==> src/rtl/sd_cmd_ctrl.sv <==
// SD CMD line controller: sends a 48-bit command frame and optionally receives a 48-bit response.
// States: IDLE accept | SEND drive frame | WAIT hunt start bit | RECV shift response | GAP idle line, then done

module crc7 (
    input  logic       clk,
    input  logic       reset,
    input  logic       clr_i,
    input  logic       en_i,
    input  logic       din_i,
    output logic [6:0] crc_o
);
    logic [6:0] crc_q;
    logic       fb;

    assign fb    = din_i ^ crc_q[6];
    assign crc_o = crc_q;

    always_ff @(posedge clk) begin
        if (reset || clr_i) crc_q <= '0;
        else if (en_i)      crc_q <= {crc_q[5:0], 1'b0} ^ (fb ? 7'h09 : 7'h00);
    end
endmodule

module sd_cmd_ctrl #(
    parameter int TIMEOUT = 64,
    parameter int GAP     = 8
) (
    input  logic        clk,
    input  logic        reset,
    input  logic        clk_en,
    input  logic        cmd_valid,
    output logic        cmd_ready,
    input  logic [5:0]  cmd_index,
    input  logic [31:0] cmd_arg,
    input  logic [1:0]  resp_type,
    output logic        sd_cmd_out,
    output logic        sd_cmd_oe,
    input  logic        sd_cmd_in,
    output logic        done,
    output logic [5:0]  resp_index,
    output logic [31:0] resp_arg,
    output logic        crc_err,
    output logic        timeout_err,
    output logic        end_err
);
    localparam int TW = $clog2(TIMEOUT + 1);
    localparam int GW = $clog2(GAP + 1);

    typedef enum logic [2:0] {S_IDLE, S_SEND, S_WAIT, S_RECV, S_GAP} state_t;

    state_t        state_q;
    logic [5:0]    idx_q;
    logic [31:0]   arg_q;
    logic [1:0]    rtype_q;
    logic [5:0]    n_q;
    logic [TW-1:0] tmo_q;
    logic [GW-1:0] gap_q;
    logic [37:0]   sr_q;
    logic          out_q, oe_q, done_q;
    logic          crc_err_q, tmo_err_q, end_err_q;
    logic [5:0]    resp_idx_q;
    logic [31:0]   resp_arg_q;

    logic [39:0]   head;
    logic [5:0]    hidx;
    logic [2:0]    csel;
    logic [6:0]    crc;
    logic          fbit, crc_clr, crc_en, crc_din;

    assign head = {2'b01, idx_q, arg_q};
    assign hidx = 6'd39 - n_q;
    // CRC bits occupy n = 40..46 and 40 is a multiple of 8, so the low bits pick crc[46-n]
    assign csel = 3'd6 - n_q[2:0];

    always_comb begin
        fbit = 1'b1;
        if (n_q < 6'd40)      fbit = head[hidx];
        else if (n_q < 6'd47) fbit = crc[csel];
    end

    always_comb begin
        crc_clr = 1'b0;
        crc_en  = 1'b0;
        crc_din = sd_cmd_in;
        case (state_q)
            S_IDLE: crc_clr = cmd_valid;
            S_SEND: begin
                crc_clr = clk_en && (n_q == 6'd48);
                crc_en  = clk_en && (n_q < 6'd40);
                crc_din = fbit;
            end
            S_WAIT:  crc_en = clk_en && !sd_cmd_in;
            S_RECV:  crc_en = clk_en && (n_q <= 6'd39);
            default: ;
        endcase
    end

    crc7 u_crc7 (
        .clk   (clk),
        .reset (reset),
        .clr_i (crc_clr),
        .en_i  (crc_en),
        .din_i (crc_din),
        .crc_o (crc)
    );

    always_ff @(posedge clk) begin
        if (reset) begin
            state_q    <= S_IDLE;
            idx_q      <= '0;
            arg_q      <= '0;
            rtype_q    <= '0;
            n_q        <= '0;
            tmo_q      <= '0;
            gap_q      <= '0;
            sr_q       <= '0;
            out_q      <= 1'b1;
            oe_q       <= 1'b0;
            done_q     <= 1'b0;
            crc_err_q  <= 1'b0;
            tmo_err_q  <= 1'b0;
            end_err_q  <= 1'b0;
            resp_idx_q <= '0;
            resp_arg_q <= '0;
        end else begin
            done_q <= 1'b0;
            case (state_q)
                S_IDLE: if (cmd_valid) begin
                    idx_q     <= cmd_index;
                    arg_q     <= cmd_arg;
                    rtype_q   <= resp_type;
                    n_q       <= '0;
                    crc_err_q <= 1'b0;
                    tmo_err_q <= 1'b0;
                    end_err_q <= 1'b0;
                    state_q   <= S_SEND;
                end
                S_SEND: if (clk_en) begin
                    if (n_q == 6'd48) begin
                        oe_q    <= 1'b0;
                        out_q   <= 1'b1;
                        tmo_q   <= '0;
                        gap_q   <= '0;
                        state_q <= (rtype_q != 2'd0) ? S_WAIT : S_GAP;
                    end else begin
                        out_q <= fbit;
                        oe_q  <= 1'b1;
                        n_q   <= n_q + 6'd1;
                    end
                end
                S_WAIT: if (clk_en) begin
                    if (!sd_cmd_in) begin
                        n_q     <= 6'd1;
                        state_q <= S_RECV;
                    end else begin
                        tmo_q <= tmo_q + 1'b1;
                        if (tmo_q == TW'(TIMEOUT - 1)) begin
                            tmo_err_q <= 1'b1;
                            gap_q     <= '0;
                            state_q   <= S_GAP;
                        end
                    end
                end
                S_RECV: if (clk_en) begin
                    // only payload bits are kept; CRC and end bit are checked as they arrive
                    if (n_q >= 6'd2 && n_q <= 6'd39) sr_q <= {sr_q[36:0], sd_cmd_in};
                    if (n_q >= 6'd40 && n_q <= 6'd46 && sd_cmd_in != crc[csel] && rtype_q != 2'd2)
                        crc_err_q <= 1'b1;
                    if (n_q == 6'd47) begin
                        if (!sd_cmd_in) end_err_q <= 1'b1;
                        resp_idx_q <= sr_q[37:32];
                        resp_arg_q <= sr_q[31:0];
                        gap_q      <= '0;
                        state_q    <= S_GAP;
                    end else begin
                        n_q <= n_q + 6'd1;
                    end
                end
                S_GAP: if (clk_en) begin
                    oe_q <= 1'b0;
                    if (gap_q == GW'(GAP - 1)) begin
                        done_q  <= 1'b1;
                        state_q <= S_IDLE;
                    end else begin
                        gap_q <= gap_q + 1'b1;
                    end
                end
                default: state_q <= S_IDLE;
            endcase
        end
    end

    assign cmd_ready   = (state_q == S_IDLE);
    assign sd_cmd_out  = out_q;
    assign sd_cmd_oe   = oe_q;
    assign done        = done_q;
    assign resp_index  = resp_idx_q;
    assign resp_arg    = resp_arg_q;
    assign crc_err     = crc_err_q;
    assign timeout_err = tmo_err_q;
    assign end_err     = end_err_q;
endmodule

==> config.mk <==
export PLATFORM = sky130hd
export DESIGN_NAME = sd_cmd_ctrl
export DESIGN_NICKNAME = d
export VERILOG_FILES = /design/src/rtl/sd_cmd_ctrl.sv
export SDC_FILE = /design/constraint.sdc
export NUM_CORES = 1
export LEC_CHECK = 0
export CELL_PAD_IN_SITES_DETAIL_PLACEMENT = 0
export CELL_PAD_IN_SITES_GLOBAL_PLACEMENT = 1
export CORE_ASPECT_RATIO = 0.75
export CORE_MARGIN = 5
export CORE_UTILIZATION = 40
export CTS_CLUSTER_DIAMETER = 30
export DETAILED_ROUTE_END_ITERATION = 10
export PLACE_DENSITY_LB_ADDON = 0.1
export SLEW_MARGIN = 5
export SYNTH_ARGS = -nofsm -noshare
export SYNTH_HDL_FRONTEND = slang
export SYNTH_SLANG_ARGS = --single-unit
==> constraint.sdc <==
create_clock -name clk -period 2.36 [get_ports clk]
set_clock_uncertainty 0.05 [all_clocks]
set_input_delay 0.472 -clock clk [delete_from_list [all_inputs] [get_ports clk]]
set_output_delay 0.472 -clock clk [all_outputs]
set_load 0.01 [all_outputs]
After elaboration in Yosys (flattened, before gate mapping)
Cells that the tools add are included.
W data, S select, Z words.

storage, ports and cells
  word-level logic and storage cells = 155
  output and inout bits = 45
  register bits after elaboration = 149
  input port bits = 45

cells by class
  bitwise operators = 4
  multiplexer cells = 63
  $add $sub $neg = 5
  equality and inequality tests = 27
  $lt $le $gt $ge = 8
  reduce and logical (&&, ||, !) cells = 31

operators by type and width
  cell                   number
  $mux W6                7
  $mux W4                10
  $ne A2 B2 Y1 const B   17
  $mux W3                11
  $mux W7                4
  $pmux W6 S4            1
  $mux W1                19
  $pmux W4 S4            1
  $pmux W3 S5            1
  $reduce_and A5 Y1      3
  $pmux W7 S2            1
  $eq A6 B6 Y1 const B   2
  $le A6 B6 Y1 const B   2
  $lt A6 B6 Y1 const B   2
  $pmux W1 S2            5
  $reduce_and A10 Y1     1
  $reduce_bool A2 Y1     5
  $reduce_and A3 Y1      3
  $reduce_and A9 Y1      1
  $logic_and A1 B1 Y1    8
  $reduce_and A8 Y1      1
  $reduce_bool A4 Y1     2
  $add A7 B1 Y7 const B  1
  $eq A7 B6 Y1 const B   1
  26 further kinds       29

Depth between registers and ports, before layout
  depth in word-level cells = 9
  depth in mapped cells = 11

Cells and area by module
Synthesis repeated with hierarchy kept, for this count alone.

second synthesis, totals
  cell total of the unflattened synthesis = 794
  area total of the unflattened synthesis = 6388.6 sq um

modules (own cells, without submodules)
  module       times used  cells each  area each (sq um)
  sd_cmd_ctrl  1           766         6112.1
  crc7         1           28          276.5

Least setup slack after synthesis
No wires, ideal clock.

  path type = register to register
  start = reg n_q[3]
  end = reg u_crc7.crc_q[3] (netlist: u_crc7.crc_o[3])
  arrival time = 1.995 ns
  library setup time = 0.060 ns
  stages on the path, launching flop included = 10
  path slack = 0.255 ns
  data required time = 2.250 ns
  cells stage by stage = dfxtp_1 -> buf_2 -> inv_1 -> ha_1 -> nor2_1 -> o2111ai_1 -> a32o_2 -> o311a_1 -> a21o_1 -> nand3_2

on the way
  word-level cells in the longest chain between the ends = 8

ends and longest elaborated chain
  item                           line  source
  start, declared                55    logic [5:0] n_q;
  start signal, assigned         148   n_q <= n_q + 6'd1;
  start signal, assigned         176   n_q <= n_q + 6'd1;
  $sub A6 B6 Y6                  71    assign hidx = 6'd39 - n_q;
  $bmux W1 S6                    77    if (n_q < 6'd40) fbit = head[hidx];
  $mux W1 (not written as such)  77
  $mux W1                        77
  $mux W1                        85    case (state_q)
  $xor A1 B1 Y1                  15    assign fb = din_i ^ crc_q[6];
  $mux W4                        20    else if (en_i) crc_q <= {crc_q[5:0], 1'b0} ^ (fb ? 7'h09 : 7'h00);
  $xor A7 B7 Y7                  20
  end signal, assigned           20
  end, declared                  12    logic [6:0] crc_q;

Parallel ways exist; a longest one is shown, timed or not. The select of a mux whose other input is x is not followed.
A chain may end at the register's enable or synchronous reset.

Worst setup path in the final report
  start = reg state_q[0]
  end = out cmd_ready

on the way
  word-level cells in the longest chain between the ends = 1

ends and longest elaborated chain
  item                    line  source
  start, declared         51    state_t state_q;
  start signal, assigned  144   state_q <= (rtype_q != 2'd0) ? S_WAIT : S_GAP;
  $logic_not A3 Y1        193   assign cmd_ready = (state_q == S_IDLE);
  end, declared           32    output logic cmd_ready,

Every way passes these cells.

==> metrics.md <==
| Metric | Value |
|---|---|
| Max cap viols | 0 |
| Int Pwr | slightly below 5 mW |
| Synth area leader | dfxtp_1 |
| Post-Route WL | 15950 um |
| Worst Hold Class | primary input to register |
| Final Max Tran Viols | 0 |
| Number of remaining DRC errors | 0 |
| Layout cells sized above 1 | 11.33% |
| Placed cells | 1086 |
| I/O pin total | 90 |
| Slew headroom | 65.39% |
| Pre-antenna DRT Iters | 5 |
| Clock sinks | 149 |
| Post-synth top area share | 46.51% |
| Initial antenna violation count | 0 |
| Gate Count Post-Synth | 803 |
| Detailed-route via count | approximately 5700 |
| Chip height | 119.7 um |
| Status | complete, no violations |
| Vias in the first global route | 5337 |
| Vias/cell | just over 5 |
| Final Instance Count excl. Fillers | 1119 |
| P_sw | about 2.0 mW |
| RD Place Congestion | 0.8447 |
| CP max FO | 14 |
| Period utilization | 95.86% |
| Max Clk Rate | approximately 440 MHz |
| Fillers | 1512 |
| Cells on Worst Hold Path | 2 |
| FP Rows | 40 |
| Switching Share | 29.39% |
| Most used DFF post-synth | dfxtp_1 |
| ANT nets after route | 0 |
| FF-to-FF End | u_crc7.crc_o[3] |
| Root buf cell | clkbuf_16 |
| Initial Util | 40.43% |
| Leak | 2.946 nW |
| IO Port Bufs | 89 |
| Detailed placement HPWL | around 11000 um |
| CTS max path bufs | 2 |
| Power Dens Cells | 818.0 nW/um^2 |
| Clock buffer count from CTS | 17 |
| Dpl ws | 46.25 ps |
| CTS tree | yes |
| Hold WS | 392.5 ps |
| Sequential power share | 41.0% |
| Reg2reg start | n_q[1] |
| Layout area overhead | 30.63% |
| Die area | 18690 um^2 |
| Total Routing Usage GR | 17.40% |
| Hold Path End | tmo_q[1] |
| Worst r2r path cells | 9 |
| Top-count cell post-synth | nand2_1 |
| Dpl cell area | 7717 um^2 |
| Worst slew pin tran | around 520 ps |
| Core Area | 15870 um^2 |
| CTS H-tree lvls | 4 |
| Storage element area | 2988 um^2 |
| DR iter-0 viols | roughly 430 |
| Routed wire per std cell | ~14 um |
| Top post-synthesis cells by count | nand2_1 (251), dfxtp_1 (149), a21oi_1 (132) |
| Final hold violation count | 0 |
| Sequential area share after synthesis | roughly 47% |
| Reg clk slew, reported paths | 70 ps |
| Crit path DAT | 1740 ps |
| Aggregate global routing overflow | 0 |
| Critical Path Sink Type | output port |
| Clock share of power | 40.0% |
| Clk_lat worst skew | 420 ps |
| Syn. warnings | 0 |
| Syn Area/Cell | approximately 8 um^2 |
| Worst EP required | 1840 ps |
| Reg2reg setup slack | 100 ps |
| FF+latch count, synth | around 150 |
| Final setup vio count | 0 |
| Largest net degree at the start of global routing | 76 |
| Main area contributors after synthesis | dfxtp_1 (47%), nand2_1 (15%), a21oi_1 (10%) |
| Async SR Flop Fraction | 0% |
| Final layout net count | about 950 |
| First-pass GRT wire length | 26820 um |
| Final WS setup | 97.62 ps |
| # diodes | 0 |
| Combinational share of power | 19.1% |
| Multi-input combinational cell area | 3201 um^2 |
| Hold buffer count at CTS | 0 |
| Startpoint types | register |
| Crit path kind | register to output port |
| Die span in x | 156.2 um |
| Cell area after layout | roughly 8400 um^2 |
| Worst VDD drop | 0.4179 mV |
| Worst hold start | reset |
| Tmin final | 2262 ps |
| Mapped Area | 6414 um^2 |
| Syn nets | 855 |
| EDFF count, synth | 0 |
| Synth cell types | 60 |
## timing repair
item                       CTS  global route
resized for setup            1            14
pin swaps                    0             3
setup endpoints to repair    1            17
setup buffers                0             1
## critical path, cell delays in order, from the launching register on
cell and delay (ps):
dfxtp_1 470, nor3_4 280, clkdlybuf4s50_1 570
## per-stage QoR
step           util, %  setup TNS, ps  power (mW)
6_report         52.81              0       6.853
3_3_place_gp     48.64              0       4.102
2_1_floorplan        -              0       3.672
4_1_cts          52.42              0       6.898
5_1_grt          52.81         -18.51       7.195
3_5_place_dp     48.64              0       4.128
## layout make-up
type,instances,share of cell area [%]
inverter,11,0.4928
timing repair buffer,130,15.41
tap,210,3.136
clock inverter,15,2.016
sequential,149,35.66
multi-input combinational,587,38.20
clock buffer,17,5.078
## power by group through the flow
stage	Clock [mW]	Sequential, mW	Combinational (mW)
finish	2.74	2.81	1.31
global route	2.92	2.83	1.45
CTS	2.81	2.80	1.29
detailed placement	0	2.85	1.28
global placement	0	2.85	1.25
floorplan	0	2.80	0.869
## per-layer routing
layer	vias to the layer above	routed length (um)	GRT usage, %
met5	-	0	0
met4	0	236	5.908
met3	23	787	3.749
met2	130	6939	24.70
met1	2679	7988	25.97
li1	2897	-	-
## cells in the final DEF (no fill, tap or decap), types with 9 or more instances in the layout
| cell | synthesis | layout |
|---|---|---|
| nor3_1 | 10 | 9 |
| inv_1 | 11 | 11 |
| o21ai_0 | 11 | 11 |
| dfxtp_1 | 149 | 145 |
| clkbuf_16 | 0 | 17 |
| nand2b_1 | 10 | 9 |
| buf_4 | 0 | 33 |
| clkdlybuf4s50_1 | 0 | 88 |
| a21oi_1 | 132 | 132 |
| nor2_1 | 44 | 44 |
| nand2_1 | 251 | 250 |
| mux2i_1 | 17 | 17 |
## logic make-up (layout without fill, tap and decap cells)
kind of cell,count (synthesis),count (layout),share of synthesized area [%]
compound gates,179,179,16.19
xor+xnor,13,13,1.775
fa+ha+maj,7,7,1.366
buf+inv,67,173,4.702
flops,149,149,46.51
mux,23,23,4.936
simple gates,365,365,24.52
## how the worst max path moves through the flow
stage          depth (start not counted)        from              end
2_1_floorplan                          9      n_q[3]  u_crc7.crc_o[3]
3_3_place_gp                           8      clk_en           n_q[5]
3_5_place_dp                           8   sd_cmd_in           n_q[5]
4_1_cts                                9      n_q[1]  u_crc7.crc_o[3]
5_1_grt                               10      n_q[0]       state_q[1]
6_report                               2  state_q[0]        cmd_ready
## flip-flops by register name (all words and copies together) (netlist names), 2 cells and up
signal        cells
arg_q            32
gap_q             4
idx_q             6
n_q               6
resp_arg         32
resp_index        6
rtype_q           2
sr_q             38
state_q           3
tmo_q             7
u_crc7.crc_o      7
No activity file was read; power rests on OpenSTA's default activity.
